File: src/rtl/fp_mult_pkg.sv
// Shared types and constants for the fp_mult result path: status bit map,
// the packed result word, and the buffer occupancy states.
package fp_mult_pkg;

  localparam int unsigned ZERO_BIT    = 0;
  localparam int unsigned INF_BIT     = 1;
  localparam int unsigned NAN_BIT     = 2;
  localparam int unsigned TINY_BIT    = 3;
  localparam int unsigned HUGE_BIT    = 4;
  localparam int unsigned INEXACT_BIT = 5;

  localparam logic [31:0] QNAN = 32'h7FC0_0000;
  localparam logic [31:0] PINF = 32'h7F80_0000;

  typedef struct packed {
    logic [31:0] z;
    logic [7:0]  status;
  } fp_result_t;

  typedef enum logic [1:0] {
    ST_EMPTY   = 2'd0,
    ST_PARTIAL = 2'd1,
    ST_FULL    = 2'd2
  } fifo_state_t;

endpackage

File: src/rtl/fp_mult_result_buffer_if.sv
// Producer/consumer handshake bundle around the fp_mult result buffer.
interface fp_mult_result_buffer_if;

  logic        in_valid;
  logic        in_ready;
  logic [31:0] in_z;
  logic [7:0]  in_status;
  logic        out_valid;
  logic        out_ready;
  logic [31:0] out_z;
  logic [7:0]  out_status;

  modport master (
    output in_valid, in_z, in_status, out_ready,
    input  in_ready, out_valid, out_z, out_status
  );

  modport slave (
    input  in_valid, in_z, in_status, out_ready,
    output in_ready, out_valid, out_z, out_status
  );

endinterface

File: src/rtl/fp_result_fifo.sv
// Small result FIFO: pointers, occupancy tracking and the valid/ready handshake.
// The head word is kept in its own register so the output never sees stale storage.
module fp_result_fifo
  import fp_mult_pkg::*;
#(
  parameter int DEPTH = 4
) (
  input  logic                   clk,
  input  logic                   rst,
  input  logic                   push_valid,
  output logic                   push_ready,
  input  fp_result_t             push_data,
  output logic                   pop_valid,
  input  logic                   pop_ready,
  output fp_result_t             pop_data,
  output logic [$clog2(DEPTH):0] level
);

  localparam int AW = $clog2(DEPTH);
  localparam int LW = AW + 1;

  fp_result_t    mem_r [DEPTH];
  logic [AW-1:0] wr_ptr_r;
  logic [AW-1:0] rd_ptr_r;
  logic [AW-1:0] rd_ptr_nxt_s;
  logic [LW-1:0] level_r;
  logic [LW-1:0] level_nxt_s;
  fifo_state_t   state_r;
  fp_result_t    head_r;
  fp_result_t    head_nxt_s;
  logic          in_ready_r;
  logic          out_valid_r;
  logic          push_s;
  logic          pop_s;

  assign push_s     = push_valid && in_ready_r;
  assign pop_s      = out_valid_r && pop_ready;
  assign push_ready = in_ready_r;
  assign pop_valid  = out_valid_r;
  assign pop_data   = head_r;
  assign level      = level_r;

  // Next read pointer, occupancy and the word that will sit at the head.
  always_comb begin
    rd_ptr_nxt_s = rd_ptr_r;
    level_nxt_s  = level_r;
    head_nxt_s   = '0;
    if (pop_s) begin
      rd_ptr_nxt_s = rd_ptr_r + AW'(1);
    end else begin
      rd_ptr_nxt_s = rd_ptr_r;
    end
    case ({push_s, pop_s})
      2'b10:   level_nxt_s = level_r + LW'(1);
      2'b01:   level_nxt_s = level_r - LW'(1);
      default: level_nxt_s = level_r;
    endcase
    // A push landing exactly on the next head slot is not in storage yet.
    if (level_nxt_s == '0) begin
      head_nxt_s = '0;
    end else if (push_s && (wr_ptr_r == rd_ptr_nxt_s)) begin
      head_nxt_s = push_data;
    end else begin
      head_nxt_s = mem_r[rd_ptr_nxt_s];
    end
  end

  // Entry storage; contents are meaningless until written.
  always_ff @(posedge clk) begin
    if (push_s) begin
      mem_r[wr_ptr_r] <= push_data;
    end
  end

  // Pointers, occupancy state machine and registered handshake outputs.
  always_ff @(posedge clk or posedge rst) begin
    if (rst) begin
      wr_ptr_r    <= '0;
      rd_ptr_r    <= '0;
      level_r     <= '0;
      head_r      <= '0;
      state_r     <= ST_EMPTY;
      in_ready_r  <= 1'b1;
      out_valid_r <= 1'b0;
    end else begin
      wr_ptr_r <= push_s ? wr_ptr_r + AW'(1) : wr_ptr_r;
      rd_ptr_r <= rd_ptr_nxt_s;
      level_r  <= level_nxt_s;
      head_r   <= head_nxt_s;
      case (state_r)
        ST_EMPTY: begin
          if (push_s) begin
            state_r     <= ST_PARTIAL;
            out_valid_r <= 1'b1;
          end
        end
        ST_PARTIAL: begin
          if (push_s && !pop_s && (level_r == LW'(DEPTH - 1))) begin
            state_r    <= ST_FULL;
            in_ready_r <= 1'b0;
          end else if (pop_s && !push_s && (level_r == LW'(1))) begin
            state_r     <= ST_EMPTY;
            out_valid_r <= 1'b0;
          end
        end
        ST_FULL: begin
          if (pop_s) begin
            state_r    <= ST_PARTIAL;
            in_ready_r <= 1'b1;
          end
        end
        default: begin
          state_r     <= ST_EMPTY;
          in_ready_r  <= 1'b1;
          out_valid_r <= 1'b0;
        end
      endcase
    end
  end

endmodule

File: src/rtl/fp_mult_result_buffer.sv
// Buffers fp_mult results for a back-pressuring consumer and keeps sticky
// exception flags plus saturating result/NaN counters for inspection.
module fp_mult_result_buffer
  import fp_mult_pkg::*;
#(
  parameter int DEPTH = 4,
  parameter int CNT_W = 16
) (
  input  logic                    clk,
  input  logic                    rst,
  fp_mult_result_buffer_if.slave  bus,
  input  logic                    flags_clr,
  output logic [$clog2(DEPTH):0]  level,
  output logic [7:0]              sticky_flags,
  output logic [CNT_W-1:0]        result_cnt,
  output logic [CNT_W-1:0]        nan_cnt
);

  fp_result_t       push_data_s;
  fp_result_t       pop_data_s;
  logic             push_s;
  logic [7:0]       sticky_r;
  logic [CNT_W-1:0] result_cnt_r;
  logic [CNT_W-1:0] nan_cnt_r;

  function automatic logic [CNT_W-1:0] sat_inc(input logic [CNT_W-1:0] v);
    return (&v) ? v : v + CNT_W'(1);
  endfunction

  assign push_data_s    = '{z: bus.in_z, status: bus.in_status};
  assign push_s         = bus.in_valid && bus.in_ready;
  assign bus.out_z      = pop_data_s.z;
  assign bus.out_status = pop_data_s.status;
  assign sticky_flags   = sticky_r;
  assign result_cnt     = result_cnt_r;
  assign nan_cnt        = nan_cnt_r;

  fp_result_fifo #(
    .DEPTH (DEPTH)
  ) u_fifo (
    .clk        (clk),
    .rst        (rst),
    .push_valid (bus.in_valid),
    .push_ready (bus.in_ready),
    .push_data  (push_data_s),
    .pop_valid  (bus.out_valid),
    .pop_ready  (bus.out_ready),
    .pop_data   (pop_data_s),
    .level      (level)
  );

  // Sticky flags and counters; a clear takes effect before a same-cycle push.
  always_ff @(posedge clk or posedge rst) begin
    if (rst) begin
      sticky_r     <= 8'h00;
      result_cnt_r <= '0;
      nan_cnt_r    <= '0;
    end else if (flags_clr) begin
      sticky_r     <= push_s ? bus.in_status : 8'h00;
      result_cnt_r <= push_s ? CNT_W'(1) : '0;
      nan_cnt_r    <= push_s ? CNT_W'(bus.in_status[NAN_BIT]) : '0;
    end else if (push_s) begin
      sticky_r     <= sticky_r | bus.in_status;
      result_cnt_r <= sat_inc(result_cnt_r);
      nan_cnt_r    <= bus.in_status[NAN_BIT] ? sat_inc(nan_cnt_r) : nan_cnt_r;
    end else begin
      sticky_r     <= sticky_r;
      result_cnt_r <= result_cnt_r;
      nan_cnt_r    <= nan_cnt_r;
    end
  end

endmodule

File: src/flat_wrapper.sv
// flat-port wrapper written by rule: the top's interface ports become plain ports
module fp_mult_result_buffer_flat import fp_mult_pkg::*;
#(
  parameter int DEPTH = 4,
  parameter int CNT_W = 16
)
  (clk, rst, flags_clr, level, sticky_flags, result_cnt, nan_cnt, bus_in_valid, bus_in_z, bus_in_status, bus_out_ready, bus_in_ready, bus_out_valid, bus_out_z, bus_out_status);
  fp_mult_result_buffer_if bus_i ();
  input  logic clk;
  input  logic rst;
  input  logic flags_clr;
  output logic [$clog2(DEPTH):0] level;
  output logic [7:0] sticky_flags;
  output logic [CNT_W-1:0] result_cnt;
  output logic [CNT_W-1:0] nan_cnt;
  input wire logic [$bits(bus_i.in_valid)-1:0] bus_in_valid;
  input wire logic [$bits(bus_i.in_z)-1:0] bus_in_z;
  input wire logic [$bits(bus_i.in_status)-1:0] bus_in_status;
  input wire logic [$bits(bus_i.out_ready)-1:0] bus_out_ready;
  output wire logic [$bits(bus_i.in_ready)-1:0] bus_in_ready;
  output wire logic [$bits(bus_i.out_valid)-1:0] bus_out_valid;
  output wire logic [$bits(bus_i.out_z)-1:0] bus_out_z;
  output wire logic [$bits(bus_i.out_status)-1:0] bus_out_status;
  assign bus_i.in_valid = bus_in_valid;
  assign bus_i.in_z = bus_in_z;
  assign bus_i.in_status = bus_in_status;
  assign bus_i.out_ready = bus_out_ready;
  assign bus_in_ready = bus_i.in_ready;
  assign bus_out_valid = bus_i.out_valid;
  assign bus_out_z = bus_i.out_z;
  assign bus_out_status = bus_i.out_status;
  fp_mult_result_buffer #(.DEPTH(DEPTH), .CNT_W(CNT_W)) u_core (.clk(clk), .rst(rst), .bus(bus_i), .flags_clr(flags_clr), .level(level), .sticky_flags(sticky_flags), .result_cnt(result_cnt), .nan_cnt(nan_cnt));
endmodule
File: config.mk
export PLATFORM = sky130hd
export DESIGN_NAME = fp_mult_result_buffer_flat
export DESIGN_NICKNAME = d
export VERILOG_FILES = /design/src/rtl/fp_mult_pkg.sv /design/src/rtl/fp_mult_result_buffer_if.sv /design/src/rtl/fp_result_fifo.sv /design/src/rtl/fp_mult_result_buffer.sv /design/src/flat_wrapper.sv
export SDC_FILE = /design/constraint.sdc
export NUM_CORES = 1
export LEC_CHECK = 0
export ABC_AREA = 1
export CORE_MARGIN = 2
export CORE_UTILIZATION = 46
export CTS_CLUSTER_SIZE = 30
export DETAILED_ROUTE_END_ITERATION = 8
export PLACE_DENSITY = 0.72
export SLEW_MARGIN = 10
export SYNTH_ARGS = -nofsm -noshare
export SYNTH_HDL_FRONTEND = slang
export SYNTH_SLANG_ARGS = --single-unit
File: constraint.sdc
create_clock -name clk -period 9.01 [get_ports clk]
set_input_delay 1.802 -clock clk [delete_from_list [all_inputs] [get_ports clk]]
set_output_delay 1.802 -clock clk [all_outputs]
set_load 0.02 [all_outputs]
==> results.cfg <==
[synth]
synth-seq-cells = 251
syn_inst = 1239
yosys_warnings = 0
yosysSeqAreaShare_pct = 60.7
synth_cell_type_count = 29
syn_area_per_cell_sq_um = 9.42
netlist_area_sq_mm = 0.0117
syn_nets = 1294

[final_layout]
fin_nets = 1398
layout_commonest_cell = nand2_1
fillers = 2132
drive_above_1_share_pct = 5.21
final_cell_mix = 295 x nand2_1, 160 x inv_1, 160 x edfxtp_1
antennaDiodeCount = 0
area_growth_pct = 20.7

[setup_path]
r2r_start = u_core.u_fifo.pop_valid
endpoint_kind = register
cp.required_ns = 9.47
critical_path_arrival_ns = 5.56
worstPathCellList = clkdlybuf4s50_1, nand3_4, nand2_1, nand2_2, nand2_1, nand2_1, nor2_4, nor2_1, nor2_1
crit_top_cell = nand2_1
max_stage_delay_ns = 0.85
worstSetupPathType = in -> reg
worst_path_max_delay_cell = nor2_4
cp_max_fo = 84
startpoint_type = input pin
crit_start = bus_out_ready

[die]
start_util_pct = 46.6
die_area_sq_mm = 0.0267
core_sq_mm = 0.0250
rows = 58
die_x_um = 163
fp.dieH_um = 163
num_io_pins = 130

[pwr]
finalPower_mw = 4.58
vdd_ir_drop_max_mv = 0.208
p_leak_nw = 6.12
power_density_mw_per_mm2 = 325

[route]
totalWireLength_mm = 26.4
drc = 0
vias = 8635
first_pass_iters = 6
antenna_left = 0
drt_iter0_markers = 850
vias_per_cell = 5.10
wl_per_cell_um = 15.6

[global_route]
grt_pass1_wl_mm = 42.1
grt_max_degree = 85
grt_pass1_vias = 8236
antenna_found_initial = 0
gr-usage-all-layers_pct = 19.8
grt_overflow = 0

[placed_design]
gp_congestion = 0.835
portBuffers = 129
dp_hpwl_mm = 15.7

[timing]
max_freq_mhz = 196
finalSetupTns_ns = 0
setup_viol = 0
hold_violations = 0
min_period_over_period_pct = 56.6
relSlewSlack_pct = 25.5
min_period_ns = 5.10
rsz0062_at_grt = no
maxSlewViolCount = 0
worstMarginPinSlew_ns = 1.11
finClkSkew_ns = 0.00916

[clocking]
cts_tree = yes
postCtsHoldBufs = 0
clock_path_buffers = 3
clkSinkCount = 251
postCtsSetupRepairBufs = 0
htree_levels = 1
cts.repair.resized = 0
clk_latency_ns = 0.53
cts_made_buffers = 26
clk_pin_slew_worst_paths_ns = 0.07
cts_root_buf = clkbuf_16

[outcome]
status = finished, final reports clean

[min_path]
hp-class = reg -> reg
hold_start = u_core.u_fifo.state_r[0]

[job]
drv_cap = 0
## sequential cells by signal (all words and copies together), names as in the netlist
register / flops
u_core.u_fifo.wr_ptr_r: 2
u_core.u_fifo.pop_valid: 1
u_core.u_fifo.level: 3
u_core.u_fifo.mem_r: 160
u_core.u_fifo.push_ready: 1
u_core.sticky_flags: 8
u_core.u_fifo.state_r: 2
u_core.u_fifo.pop_data: 40
u_core.result_cnt: 16
u_core.nan_cnt: 16
u_core.u_fifo.rd_ptr_r: 2
## per-layer routing
| layer | up-vias | GRT usage (%) | wire, um |
|---|---|---|---|
| met5 | - | 0 | 0 |
| met4 | 0 | 5.11 | 461 |
| met3 | 48 | 3.00 | 1690 |
| met2 | 280 | 33.9 | 12700 |
| met1 | 4073 | 26.4 | 11500 |
| li1 | 4234 | - | - |
## kinds of logic (layout without fill, tap and decap cells)
family	after synthesis	in the layout	synth area share, %
AND/OR/NAND/NOR	702	702	27.6
AO/OA/AOI/OAI	40	40	1.87
adder cells (fa/ha/maj)	10	10	1.07
buffers and inverters	222	346	7.74
XOR/XNOR	14	14	1.05
flip-flops	251	251	60.7
## cell usage after synthesis
| cell type | instances | area [sq um] |
|---|---|---|
| a21oi_1 | 2 | 10.0 |
| and2_1 | 1 | 6.26 |
| buf_1 | 2 | 7.51 |
| buf_2 | 23 | 115 |
| buf_4 | 1 | 7.51 |
| buf_6 | 5 | 56.3 |
| clkbuf_1 | 28 | 105 |
| dfrtp_1 | 90 | 2250 |
| dfstp_2 | 1 | 26.3 |
| edfxtp_1 | 160 | 4800 |
| ha_1 | 10 | 125 |
| inv_1 | 161 | 604 |
| inv_2 | 2 | 7.51 |
| nand2_1 | 298 | 1120 |
| nand2_2 | 5 | 31.3 |
| nand2_4 | 1 | 11.3 |
| nand3_1 | 156 | 781 |
| nand3_2 | 2 | 20.0 |
| nand3b_1 | 80 | 601 |
| nand4_1 | 18 | 113 |
| nor2_1 | 139 | 522 |
| nor2_4 | 1 | 11.3 |
| nor3_1 | 1 | 5.00 |
| o21a_1 | 1 | 7.51 |
| o21ai_0 | 29 | 145 |
| o21ai_1 | 2 | 10.0 |
| o21bai_1 | 6 | 45.0 |
| xnor2_1 | 2 | 17.5 |
| xor2_1 | 12 | 105 |
## through the flow
step           utilization, %  cells  cell area (sq um)  worst slack [ns]  hold WS [ns]
2_1_floorplan               -   1239              11700              4.77         0.441
3_3_place_gp             52.6   1645              13200              3.46         0.460
3_5_place_dp             52.6   1645              13200              3.36         0.465
4_1_cts                  56.3   1693              14100              3.86         0.473
5_1_grt                  56.3   1693              14100              3.57         0.486
6_report                 56.3   1693              14100              3.91         0.471
## worst paths after layout
kind                       depth (start not counted)                    endpoint  slack [ns]
hold / removal                                     1    u_core.u_fifo.state_r[0]        0.47
setup / recovery                                   9   u_core.u_fifo.pop_data[9]        3.91
min in group asynchronous                          2        u_core.result_cnt[1]        1.65
hold reg to reg                                    1    u_core.u_fifo.state_r[0]        0.47
max in group asynchronous                          3  u_core.u_fifo.pop_data[22]        6.20
setup reg to reg                                   8   u_core.u_fifo.pop_data[9]        5.31
## cell type report
type	instances	area [sq um]	share of cell area, %
Clock buffer	33	728	5.17
Clock inverter	15	178	1.26
Inverter	163	614	4.36
Multi-Input combinational cell	766	3730	26.5
Sequential cell	251	7080	50.3
Tap cell	330	413	2.93
Timing Repair Buffer	135	1340	9.49
## worst max-delay path: cells and delay by family
family                 cells  cell delay (ns)
buffers and inverters      1             0.58
AND/OR/NAND/NOR            8             3.15
## report_power, final
| group | leakage (nW) | internal, mW | switching [mW] | total (mW) |
|---|---|---|---|---|
| clock | 0.442 | 0.664 | 0.455 | 1.12 |
| combinational | 3.06 | 0.626 | 1.19 | 1.82 |
| sequential | 2.62 | 1.54 | 0.104 | 1.64 |
| total | 6.12 | 2.83 | 1.75 | 4.58 |
Note: power is estimated with default switching activity, not from simulation.
